<file path="src/rtl/midi_pkg.sv">
// midi_pkg: shared definitions for the MIDI voice table.
//   - MIDI status nibbles and the All Notes Off controller number
//   - voice_t: one voice slot, {note, velocity}
//   - parse_state_t: byte parser states
package midi_pkg;

  localparam logic [3:0] STATUS_NOTE_OFF  = 4'h8;
  localparam logic [3:0] STATUS_NOTE_ON   = 4'h9;
  localparam logic [3:0] STATUS_CC        = 4'hB;
  localparam logic [6:0] CC_ALL_NOTES_OFF = 7'd123;

  typedef struct packed {
    logic [7:0] note;
    logic [7:0] velocity;
  } voice_t;

  typedef enum logic [1:0] {
    WAIT_STATUS,
    WAIT_DATA1,
    WAIT_DATA2,
    APPLY
  } parse_state_t;

endpackage

</file>
<file path="src/rtl/midi_voice_finder.sv">
// midi_voice_finder: combinational slot search over the voice table.
// Optional feature macro: MIDI_VOICE_STEAL_EN (adds age input, oldest index).
// Ports:
//   notes_i       note field of every slot, slot i at [8*i +: 8]
//   on_i          slot active flags
//   note_i        note being searched for
//   age_i         3-bit age per slot, slot i at [3*i +: 3]   (steal build only)
//   match_valid_o/match_idx_o   an active slot holds note_i, and which one
//   free_valid_o/free_idx_o     lowest-index inactive slot
//   oldest_idx_o  largest age, lowest index on a tie         (steal build only)
module midi_voice_finder #(
  parameter int NUM_VOICES = 5,
  parameter int IDX_W      = 3
) (
  input  logic [8*NUM_VOICES-1:0] notes_i,
  input  logic [NUM_VOICES-1:0]   on_i,
  input  logic [7:0]              note_i,
`ifdef MIDI_VOICE_STEAL_EN
  input  logic [3*NUM_VOICES-1:0] age_i,
  output logic [IDX_W-1:0]        oldest_idx_o,
`endif
  output logic                    match_valid_o,
  output logic [IDX_W-1:0]        match_idx_o,
  output logic                    free_valid_o,
  output logic [IDX_W-1:0]        free_idx_o
);

  // Descending scan so the lowest matching/free index wins.
  always_comb begin
    match_valid_o = 1'b0;
    match_idx_o   = '0;
    free_valid_o  = 1'b0;
    free_idx_o    = '0;
    for (int i = NUM_VOICES - 1; i >= 0; i--) begin
      if (on_i[i] && (notes_i[8*i +: 8] == note_i)) begin
        match_valid_o = 1'b1;
        match_idx_o   = IDX_W'(i);
      end
      if (!on_i[i]) begin
        free_valid_o = 1'b1;
        free_idx_o   = IDX_W'(i);
      end
    end
  end

`ifdef MIDI_VOICE_STEAL_EN
  logic [2:0] best_age;

  // Strict compare keeps the lowest index on equal ages.
  always_comb begin
    best_age     = age_i[2:0];
    oldest_idx_o = '0;
    for (int i = 1; i < NUM_VOICES; i++) begin
      if (age_i[3*i +: 3] > best_age) begin
        best_age     = age_i[3*i +: 3];
        oldest_idx_o = IDX_W'(i);
      end
    end
  end
`endif

endmodule

</file>
<file path="src/rtl/midi_voice_table.sv">
// midi_voice_table: parses a raw MIDI byte stream into note events and keeps
// a NUM_VOICES-slot {note, velocity} table for the waveform combiner.
// Optional feature macro: MIDI_VOICE_STEAL_EN (age-based voice stealing).
// Ports:
//   clk_in, rst_in (async, active low)
//   midi_byte_in/midi_byte_valid_in   byte from the UART receiver
//   midi_byte_ready_out               low only during the APPLY cycle
//   overrun_out                       sticky, byte offered while not ready
//   on_array_out                      slot active flags
//   midi_burst_data_out               slot i = {note, velocity} at [16*i +: 16]
//   midi_burst_change_out             one-cycle pulse on any table change
//
// state       | meaning
// WAIT_STATUS | idle; data bytes start a message only under running status
// WAIT_DATA1  | status accepted, expecting note / controller number
// WAIT_DATA2  | expecting velocity / controller value
// APPLY       | one cycle: update table, byte input not ready
module midi_voice_table
  import midi_pkg::*;
#(
  parameter int         NUM_VOICES   = 5,
  parameter logic [3:0] MIDI_CHANNEL = 4'd0
) (
  input  logic                       clk_in,
  input  logic                       rst_in,
  input  logic [7:0]                 midi_byte_in,
  input  logic                       midi_byte_valid_in,
  output logic                       midi_byte_ready_out,
  output logic                       overrun_out,
  output logic [NUM_VOICES-1:0]      on_array_out,
  output logic [16*NUM_VOICES-1:0]   midi_burst_data_out,
  output logic                       midi_burst_change_out
);

  localparam int IDX_W = (NUM_VOICES > 1) ? $clog2(NUM_VOICES) : 1;

  parse_state_t                  state_q;
  logic                          rs_valid_q;
  logic [3:0]                    rs_type_q;
  logic [6:0]                    data1_q, data2_q;
  voice_t [NUM_VOICES-1:0]       voices_q;
  logic [NUM_VOICES-1:0]         on_q;
  logic                          change_q, overrun_q, ready_q;

  logic [8*NUM_VOICES-1:0]       notes_flat;
  logic                          match_valid, free_valid;
  logic [IDX_W-1:0]              match_idx, free_idx;
  logic                          alloc_en;
  logic [IDX_W-1:0]              alloc_idx;

  always_comb begin
    notes_flat = '0;
    for (int i = 0; i < NUM_VOICES; i++) notes_flat[8*i +: 8] = voices_q[i].note;
  end

  logic [7:0] note_cur;
  assign note_cur = {1'b0, data1_q};

`ifdef MIDI_VOICE_STEAL_EN
  logic [2:0]              age_q [NUM_VOICES];
  logic [3*NUM_VOICES-1:0] age_flat;
  logic [IDX_W-1:0]        oldest_idx;

  always_comb begin
    age_flat = '0;
    for (int i = 0; i < NUM_VOICES; i++) age_flat[3*i +: 3] = age_q[i];
  end
`endif

  midi_voice_finder #(.NUM_VOICES(NUM_VOICES), .IDX_W(IDX_W)) u_finder (
    .notes_i       (notes_flat),
    .on_i          (on_q),
    .note_i        (note_cur),
`ifdef MIDI_VOICE_STEAL_EN
    .age_i         (age_flat),
    .oldest_idx_o  (oldest_idx),
`endif
    .match_valid_o (match_valid),
    .match_idx_o   (match_idx),
    .free_valid_o  (free_valid),
    .free_idx_o    (free_idx)
  );

  logic is_status, is_realtime, status_accept;
  logic is_note_on, is_note_off, is_cc, note_on_vel, note_release;

  assign is_status     = midi_byte_in[7];
  assign is_realtime   = (midi_byte_in[7:3] == 5'b11111);
  assign status_accept = (midi_byte_in[3:0] == MIDI_CHANNEL) &&
                         ((midi_byte_in[7:4] == STATUS_NOTE_OFF) ||
                          (midi_byte_in[7:4] == STATUS_NOTE_ON)  ||
                          (midi_byte_in[7:4] == STATUS_CC));

  assign is_note_on   = (rs_type_q == STATUS_NOTE_ON);
  assign is_note_off  = (rs_type_q == STATUS_NOTE_OFF);
  assign is_cc        = (rs_type_q == STATUS_CC);
  assign note_on_vel  = is_note_on && (data2_q != 7'd0);
  assign note_release = is_note_off || (is_note_on && (data2_q == 7'd0));

  // With stealing a note-on can always be placed; without it a full table drops it.
`ifdef MIDI_VOICE_STEAL_EN
  assign alloc_en  = note_on_vel && !match_valid;
  assign alloc_idx = free_valid ? free_idx : oldest_idx;
`else
  assign alloc_en  = note_on_vel && !match_valid && free_valid;
  assign alloc_idx = free_idx;
`endif

  always_ff @(posedge clk_in or negedge rst_in) begin
    if (!rst_in) begin
      state_q    <= WAIT_STATUS;
      rs_valid_q <= 1'b0;
      rs_type_q  <= 4'h0;
      data1_q    <= 7'd0;
      data2_q    <= 7'd0;
      voices_q   <= '0;
      on_q       <= '0;
      change_q   <= 1'b0;
      overrun_q  <= 1'b0;
      ready_q    <= 1'b1;
`ifdef MIDI_VOICE_STEAL_EN
      for (int i = 0; i < NUM_VOICES; i++) age_q[i] <= 3'd0;
`endif
    end else begin
      change_q <= 1'b0;
      if (midi_byte_valid_in && !ready_q) overrun_q <= 1'b1;

      if (state_q == APPLY) begin
        state_q <= WAIT_STATUS;
        ready_q <= 1'b1;
        if (note_on_vel && match_valid) begin
          voices_q[match_idx].velocity <= {1'b0, data2_q};
          change_q                     <= 1'b1;
        end else if (alloc_en) begin
          voices_q[alloc_idx].note     <= note_cur;
          voices_q[alloc_idx].velocity <= {1'b0, data2_q};
          on_q[alloc_idx]              <= 1'b1;
          change_q                     <= 1'b1;
`ifdef MIDI_VOICE_STEAL_EN
          for (int i = 0; i < NUM_VOICES; i++) begin
            if (IDX_W'(i) == alloc_idx) age_q[i] <= 3'd0;
            else if (on_q[i] && (age_q[i] != 3'd7)) age_q[i] <= age_q[i] + 3'd1;
          end
`endif
        end else if (note_release && match_valid) begin
          voices_q[match_idx] <= '0;
          on_q[match_idx]     <= 1'b0;
          change_q            <= 1'b1;
        end else if (is_cc && (data1_q == CC_ALL_NOTES_OFF)) begin
          voices_q <= '0;
          on_q     <= '0;
          change_q <= 1'b1;
        end
      end else if (midi_byte_valid_in) begin
        if (is_status) begin
          // Real-time bytes pass through without touching parser state.
          if (!is_realtime) begin
            if (status_accept) begin
              rs_valid_q <= 1'b1;
              rs_type_q  <= midi_byte_in[7:4];
              state_q    <= WAIT_DATA1;
            end else begin
              rs_valid_q <= 1'b0;
              state_q    <= WAIT_STATUS;
            end
          end
        end else begin
          case (state_q)
            WAIT_STATUS: begin
              if (rs_valid_q) begin
                data1_q <= midi_byte_in[6:0];
                state_q <= WAIT_DATA2;
              end
            end
            WAIT_DATA1: begin
              data1_q <= midi_byte_in[6:0];
              state_q <= WAIT_DATA2;
            end
            WAIT_DATA2: begin
              data2_q <= midi_byte_in[6:0];
              state_q <= APPLY;
              ready_q <= 1'b0;
            end
            default: ;
          endcase
        end
      end
    end
  end

  assign midi_byte_ready_out   = ready_q;
  assign overrun_out           = overrun_q;
  assign on_array_out          = on_q;
  assign midi_burst_data_out   = voices_q;
  assign midi_burst_change_out = change_q;

endmodule

</file>
<file path="config.mk">
export PLATFORM = sky130hd
export DESIGN_NAME = midi_voice_table
export DESIGN_NICKNAME = d
export VERILOG_FILES = /design/src/rtl/midi_pkg.sv /design/src/rtl/midi_voice_finder.sv /design/src/rtl/midi_voice_table.sv
export SDC_FILE = /design/constraint.sdc
export NUM_CORES = 1
export LEC_CHECK = 0
export CAP_MARGIN = 10
export CORE_MARGIN = 2
export CORE_UTILIZATION = 38
export CTS_CLUSTER_SIZE = 25
export DETAILED_ROUTE_END_ITERATION = 6
export MAX_ROUTING_LAYER = met4
export PLACE_DENSITY_LB_ADDON = 0.3
export SYNTH_ARGS = -nofsm -noshare
export SYNTH_HDL_FRONTEND = slang
export SYNTH_HIERARCHICAL = 1
export SYNTH_SLANG_ARGS = --single-unit
</file>
<file path="constraint.sdc">
create_clock -name clk_in -period 2.8 [get_ports clk_in]
set_input_delay 0.42 -clock clk_in [delete_from_list [all_inputs] [get_ports clk_in]]
set_output_delay 0.42 -clock clk_in [all_outputs]
set_load 0.01 [all_outputs]
</file>
After elaboration in Yosys (flattened, before gate mapping)
Index checks and enable logic that the tools add are counted.
W data, S select, Z words.
{"block": "word_totals", "out_inout_bits": 88, "ff_bits": 109, "elab_cells": 152, "input_bits": 11}
{"block": "op_classes", "n_eq_ne": 20, "n_mux": 61, "reduce_logical": 39, "n_lt_le_gt_ge": 4, "n_bitwise": 9}
{"operator": "$mux W80", "n": 4}
{"operator": "$bwmux W80", "n": 3}
{"operator": "$demux W16 S3", "n": 4}
{"operator": "$and A80 B80 Y80", "n": 1}
{"operator": "$not A80 Y80", "n": 1}
{"operator": "$eq A8 B7 Y1", "n": 5}
{"operator": "$mux W16", "n": 2}
{"operator": "$mux W3", "n": 10}
{"operator": "$eq A4 B4 Y1 const B", "n": 6}
{"operator": "$mux W1", "n": 23}
{"operator": "$logic_and A1 B1 Y1", "n": 16}
{"operator": "$mux W8", "n": 2}
{"operator": "$mux W5", "n": 3}
{"operator": "$pmux W7 S2", "n": 1}
{"operator": "$reduce_and A4 Y1", "n": 3}
{"operator": "$mux W2", "n": 5}
{"operator": "$reduce_and A5 Y1", "n": 2}
{"operator": "$lt A3 B4 Y1 const B", "n": 2}
{"operator": "$eq A7 B7 Y1 const B", "n": 1}
{"operator": "$logic_not A7 Y1", "n": 1}
{"operator": "$mux W7", "n": 1}
{"operator": "$reduce_bool A7 Y1", "n": 1}
{"operator": "$demux W1 S3", "n": 2}
{"operator": "$ge A3 B1 Y1 const B", "n": 2}
{"operator": "22 further kinds", "n": 32}

Longest topological paths before layout
{"block": "depth", "ltp_word": 16, "ltp_mapped": 12, "ltp_nobuf": 10}

Hierarchy
The synthesis kept the hierarchy.
{"mod": "midi_voice_table", "instances": 1, "cells_per_inst": 421, "area_per_inst_um2": 4919.7, "seq_area_each_um2": 2728.9}
{"mod": "midi_voice_finder", "instances": 1, "cells_per_inst": 81, "area_per_inst_um2": 618.1, "seq_area_each_um2": 0.0}

Worst setup path after synthesis
No wires, ideal clock.
{"block": "synth_path", "kind": "register to register", "start": "register data1_q[6]", "end": "register voices_q, in the netlist midi_burst_data_out[32]", "setup_slack_ns": -0.207, "setup_ns": 0.068, "arrival_ns": 2.939, "required_ns": 2.732, "n_path_buf": 1, "synth_period_minus_slack_ns": 3.007, "stages_incl_launch_ff": 12, "cell_sequence": "dfrtp_1 > buf_6 > xor2_1 > nor4_1 > nand4_1 > nor2b_4 > nor3_2 > inv_1 > nor3_1 > o221ai_1 > a211oi_1 > a22o_1"}
{"block": "synth_via", "word_cells_on_any_way": 42, "cone_classes": "order compare (2); eq/ne (6); mux (18); bitwise (2); reduce/logical (14)"}
{"item": "start, declared", "line_no": "midi_voice_table.sv:40", "text": "logic [6:0] data1_q, data2_q;"}
{"item": "start signal, assigned", "line_no": "midi_voice_table.sv:171", "text": "data1_q <= midi_byte_in[6:0];"}
{"item": "start signal, assigned", "line_no": "midi_voice_table.sv:176", "text": "data1_q <= midi_byte_in[6:0];"}
{"item": "$eq A8 B7 Y1", "line_no": "midi_voice_finder.sv:35", "text": "if (on_i[i] && (notes_i[8*i +: 8] == note_i)) begin"}
{"item": "$logic_and A1 B1 Y1", "line_no": "midi_voice_finder.sv:35"}
{"item": "$mux W3 (3 in a row)", "line_no": "midi_voice_finder.sv:35"}
{"item": "$mux W3 *", "line_no": "midi_voice_finder.sv:35"}
{"item": "via match_idx[1]", "line_no": "midi_voice_table.sv:47", "text": "logic [IDX_W-1:0] match_idx, free_idx;"}
{"item": "$lt A3 B4 Y1 (implied by the code) or $ge A3 B1 Y1 (tied branches)", "line_no": "midi_voice_table.sv:132, midi_voice_table.sv:146"}
{"item": "$logic_and A1 B1 Y1 (implied by the code)", "line_no": "midi_voice_table.sv:132, midi_voice_table.sv:146"}
{"item": "$mux W16 (implied by the code)", "line_no": "midi_voice_table.sv:146", "text": "voices_q[match_idx] <= '0;"}
{"item": "$demux W16 S3", "line_no": "midi_voice_table.sv:146"}
{"item": "$not A80 Y80 (no line)"}
{"item": "$and A80 B80 Y80 (no line)"}
{"item": "$mux W80", "line_no": "midi_voice_table.sv:145", "text": "end else if (note_release && match_valid) begin"}
{"item": "$mux W80", "line_no": "midi_voice_table.sv:134", "text": "end else if (alloc_en) begin"}
{"item": "$mux W80 *", "line_no": "midi_voice_table.sv:131", "text": "if (note_on_vel && match_valid) begin"}
{"item": "end, declared", "line_no": "midi_voice_table.sv:41", "text": "voice_t [NUM_VOICES-1:0] voices_q;"}
The timed path passes the listed nets; every way through them passes the cells marked *.
A chain may end at the register's enable or synchronous reset.

Worst setup path in the final report
{"block": "layout_path", "start": "register data1_q[3]", "end": "register voices_q, in the netlist midi_burst_data_out[67]"}
{"block": "layout_via", "elab_chain_cells": 16, "word_cells_on_any_way": 42, "cone_classes": "order compare (2); eq/ne (6); mux (18); bitwise (2); reduce/logical (14)"}
{"item": "$eq A8 B7 Y1", "line_no": "midi_voice_finder.sv:35"}
{"item": "$logic_and A1 B1 Y1", "line_no": "midi_voice_finder.sv:35"}
{"item": "$mux W3 (4 in a row)", "line_no": "midi_voice_finder.sv:35"}
{"item": "$mux W3 *", "line_no": "midi_voice_finder.sv:35"}
{"item": "via match_idx[2]", "line_no": "midi_voice_table.sv:47"}
{"item": "$lt A3 B4 Y1 (implied by the code) or $ge A3 B1 Y1 (tied branches)", "line_no": "midi_voice_table.sv:132, midi_voice_table.sv:146"}
{"item": "$logic_and A1 B1 Y1 (implied by the code)", "line_no": "midi_voice_table.sv:132, midi_voice_table.sv:146"}
{"item": "$mux W16 (implied by the code)", "line_no": "midi_voice_table.sv:146"}
{"item": "$demux W16 S3", "line_no": "midi_voice_table.sv:146"}
{"item": "$not A80 Y80 (no line)"}
{"item": "$and A80 B80 Y80 (no line)"}
{"item": "$mux W80", "line_no": "midi_voice_table.sv:145"}
{"item": "$mux W80", "line_no": "midi_voice_table.sv:134"}
{"item": "$mux W80 *", "line_no": "midi_voice_table.sv:131"}
Marked as above.

==> impl_metrics.yaml <==
worst_setup_path:
  critPathCapture: "midi_burst_data_out[67]$_DFFE_PN0P_"
  worstSetupPathType: "flop to flop"
  startpoint_type: "flop"
  reg2regPathDepth: 11
  path_max_fanout: 8
  end_kind: "flop"
  crit_start: "data1_q[3]$_DFFE_PN0P_"
  arrival_ps: 3030
  timing.rr.end: "midi_burst_data_out[67]$_DFFE_PN0P_"
  worstPathRequired_ps: 3100
  regToRegSetupSlack_ps: 70
  rr_startpoint: "data1_q[3]$_DFFE_PN0P_"
synth:
  synth_top_area_share_pct: 48.8
  syn_nets: 513
  synth_area_um2: 5540
  ys_warn_count: 6
  synth_edf_count: 0
  yosys-top-cells-area: "dfrtp_1 49%, a22o_1 6.5%, xnor2_1 4.1%"
  async_flop_share_pct: 100
  seq_area_frac_synth_pct: 49.3
  ys_ff_latch: 109
  syn_inst: 502
  synth_area_leader_cell: "dfrtp_1"
  synth_area_per_cell_um2: 11.0
  ys.flop_type: "dfrtp_1"
  synthDistinctLibCells: 72
sta:
  hold_viol: 0
  tightest_slew_ps: 720
  rsz0062_at_grt: "true"
  finClkSkew_ps: 4.19
  drv_slew: 0
  timing.final.crit_share_pct: 97.5
  slew_headroom_pct: 51.7
  fmax_ghz: 0.366
  period_needed_ps: 2730
  setup_viol: 0
global_route:
  antenna_found_initial: 0
  grt_pass1_vias: 4614
  grt_pass1_wl_mm: 25.2
  grt_usage_pct: 21.0
  grt_start_max_net_pins: 50
  overflow: 0
cts:
  h-tree-depth: 3
  cts_tree: "yes"
  numCtsBuffers: 9
  clk_pin_slew_ps: 70
  clk_path_buf_depth: 2
  cts_sinks: 109
  cts-root-buf: "clkbuf_16"
  hold_buffers: 0
  insertion_delay_ps: 360
die:
  initial_core_util_pct: 38.5
  num_rows: 44
  die_width_um: 125
  dieArea_um2: 15600
  ios: 99
  die_height_um: 125
  core_area_um2: 14400
drt:
  routedWlPerCell_um: 18.6
  drc: 0
  viasPerCell: 5.43
  drt_pass1_iterations: 5
  ant_nets: 0
  wirelength_mm: 16.0
  vias: 4661
  drt_iter0_drc: 387
worst_hold_path:
  hold_path_class: "input pin to async pin"
layout:
  final_core_util_pct: 53.8
  final_nets: 680
  n_antenna_cell: 0
  syn_to_final_growth_pct: 39.7
  fin_area_um2: 7740
  drive_gt1_share_pct: 27.9
place:
  dpl_cell_area_um2: 7150
  dp_hpwl_mm: 11.5
  io_buffers: 98
  gp_congestion: 0.915
power:
  p_per_area_nw_per_um2: 597
  ir_worst_vdd_v: 0.000296
  p_leak_uw: 0.00330
outcome:
  status: "completed"
flow_run:
  maxCapViolCount: 0
worst min path at each step:
stage            from                                   to  slack, ps
4_1_cts        rst_in  midi_burst_data_out[42]$_DFFE_PN0P_         30
3_5_place_dp   rst_in  midi_burst_data_out[10]$_DFFE_PN0P_        420
2_1_floorplan  rst_in               data1_q[0]$_DFFE_PN0P_        120
6_report       rst_in  midi_burst_data_out[43]$_DFFE_PN0P_         10
5_1_grt        rst_in  midi_burst_data_out[43]$_DFFE_PN0P_         50
3_3_place_gp   rst_in  midi_burst_data_out[43]$_DFFE_PN0P_        410
layer usage:
layer / vias up / wire length, um / global-route usage, % / share of wire [%]
met4: 0 / 372 / 7.87 / 2.3
met2: 128 / 7940 / 32.8 / 50
li1: 2150 / - / - / -
met5: - / 0 / - / 0
met3: 25 / 798 / 2.66 / 5.0
met1: 2358 / 6890 / 28.3 / 43
cell usage after synthesis (all sizes together) (5+ instances only):
master	count
buf	19
nor2	23
nand2	9
clkbuf	8
dfrtp	108
and2	6
inv	32
o21ai	35
xnor2	26
and3	5
xor2	14
nand3	42
nor3b	6
o211ai	16
a22o	41
a21boi	5
nand4	6
mux2	16
nand2b	5
nor3	15
a21oi	14
logic make-up (layout without fill, tap and decap cells):
group           count (synthesis)  after routing  synth area share [%]
simple gates                  139            139                  14.8
flops                         109            109                  49.3
mux                            16             16                  3.25
compound gates                138            138                  21.1
xor+xnor                       40             40                  6.46
other cells                     1              1                0.0677
buf+inv                        59            231                  5.02
worst max-delay path: stages (launching register included):
cell and delay [ps]:
dfrtp_2 510, xor2_1 220, nor4_2 220, nand4_1 220
buf_4 210, nor4b_4 300, nor3b_2 280, buf_4 150
nand3_1 70, a21oi_1 160, buf_4 180, a22o_1 130
cell usage in the layout (no fill, tap or decap), types with 3 or more instances in the layout:
| master | Yosys | final |
|---|---|---|
| a21o_1 | 3 | 3 |
| dfrtp_1 | 108 | 101 |
| dfrtp_2 | 0 | 7 |
| xor2_1 | 13 | 13 |
| and2_1 | 6 | 6 |
| o21ai_0 | 31 | 24 |
| inv_1 | 32 | 32 |
| a31oi_1 | 3 | 3 |
| nor3_4 | 1 | 3 |
| or2_2 | 3 | 3 |
| nor3_1 | 11 | 7 |
| nand3_2 | 3 | 3 |
| mux2_2 | 16 | 16 |
| a21oi_1 | 11 | 10 |
| and3_1 | 5 | 4 |
| nor3b_1 | 6 | 5 |
| nand2_1 | 8 | 8 |
| o211ai_1 | 4 | 4 |
| xnor2_1 | 26 | 24 |
| o21ai_1 | 3 | 8 |
| a21oi_4 | 2 | 3 |
| buf_4 | 1 | 80 |
| a22o_1 | 41 | 41 |
| nand3_1 | 39 | 38 |
| nand2b_1 | 5 | 3 |
| buf_12 | 0 | 4 |
| nor2_1 | 21 | 18 |
| o211ai_2 | 10 | 10 |
| clkdlybuf4s50_1 | 0 | 97 |
| nand3b_1 | 3 | 3 |
| clkbuf_16 | 0 | 9 |
| a21boi_0 | 5 | 4 |
| nand4b_1 | 3 | 3 |
| nor3_2 | 3 | 5 |
| nor2_2 | 2 | 4 |
| nand4_1 | 6 | 6 |
flip-flops by register name, indices dropped and copies added, names as in the netlist:
register	flops
rs_type_q	4
overrun_out	1
data1_q	7
midi_burst_data_out	80
midi_byte_ready_out	1
state_q	2
on_array_out	5
rs_valid_q	1
data2_q	7
midi_burst_change_out	1
report_power, final:
group,internal [uW],switching (uW)
Clock,726,598
Combinational,640,525
Sequential,1740,395
Total,3100,1520
area by class of cell:
| cell class | instances | area, um2 |
|---|---|---|
| fillers | 1211 | 6630 |
| flip-flops and latches | 109 | 2740 |
| multi-input cells | 334 | 2670 |
| repair buffers | 183 | 1670 |
| clock buffers | 10 | 239 |
| well taps | 184 | 230 |
| inverters | 32 | 120 |
| clock inverters | 6 | 70.1 |
stage by stage:
step / instances / hold slack (ps) / setup WS (ps) / total power [uW] / setup TNS, ps
floorplan: 502 / 124 / 59.3 / 2680 / 0
global placement: 823 / 406 / -244 / 3170 / -7500
detailed placement: 823 / 416 / -246 / 3190 / -6960
CTS: 840 / 28.5 / 12.3 / 4530 / 0
global route: 858 / 48.8 / -91.5 / 4840 / -2260
finish: 858 / 14.5 / 71.2 / 4620 / 0
repair_timing:
item	CTS	global route
endpoints found under the setup margin	80	83
setup buffers	1	18
pin swaps	1	7
gates resized for setup	11	32
cloned	0	0
hold endpoints to repair	0	0
Power figures use the tool's default switching activity.
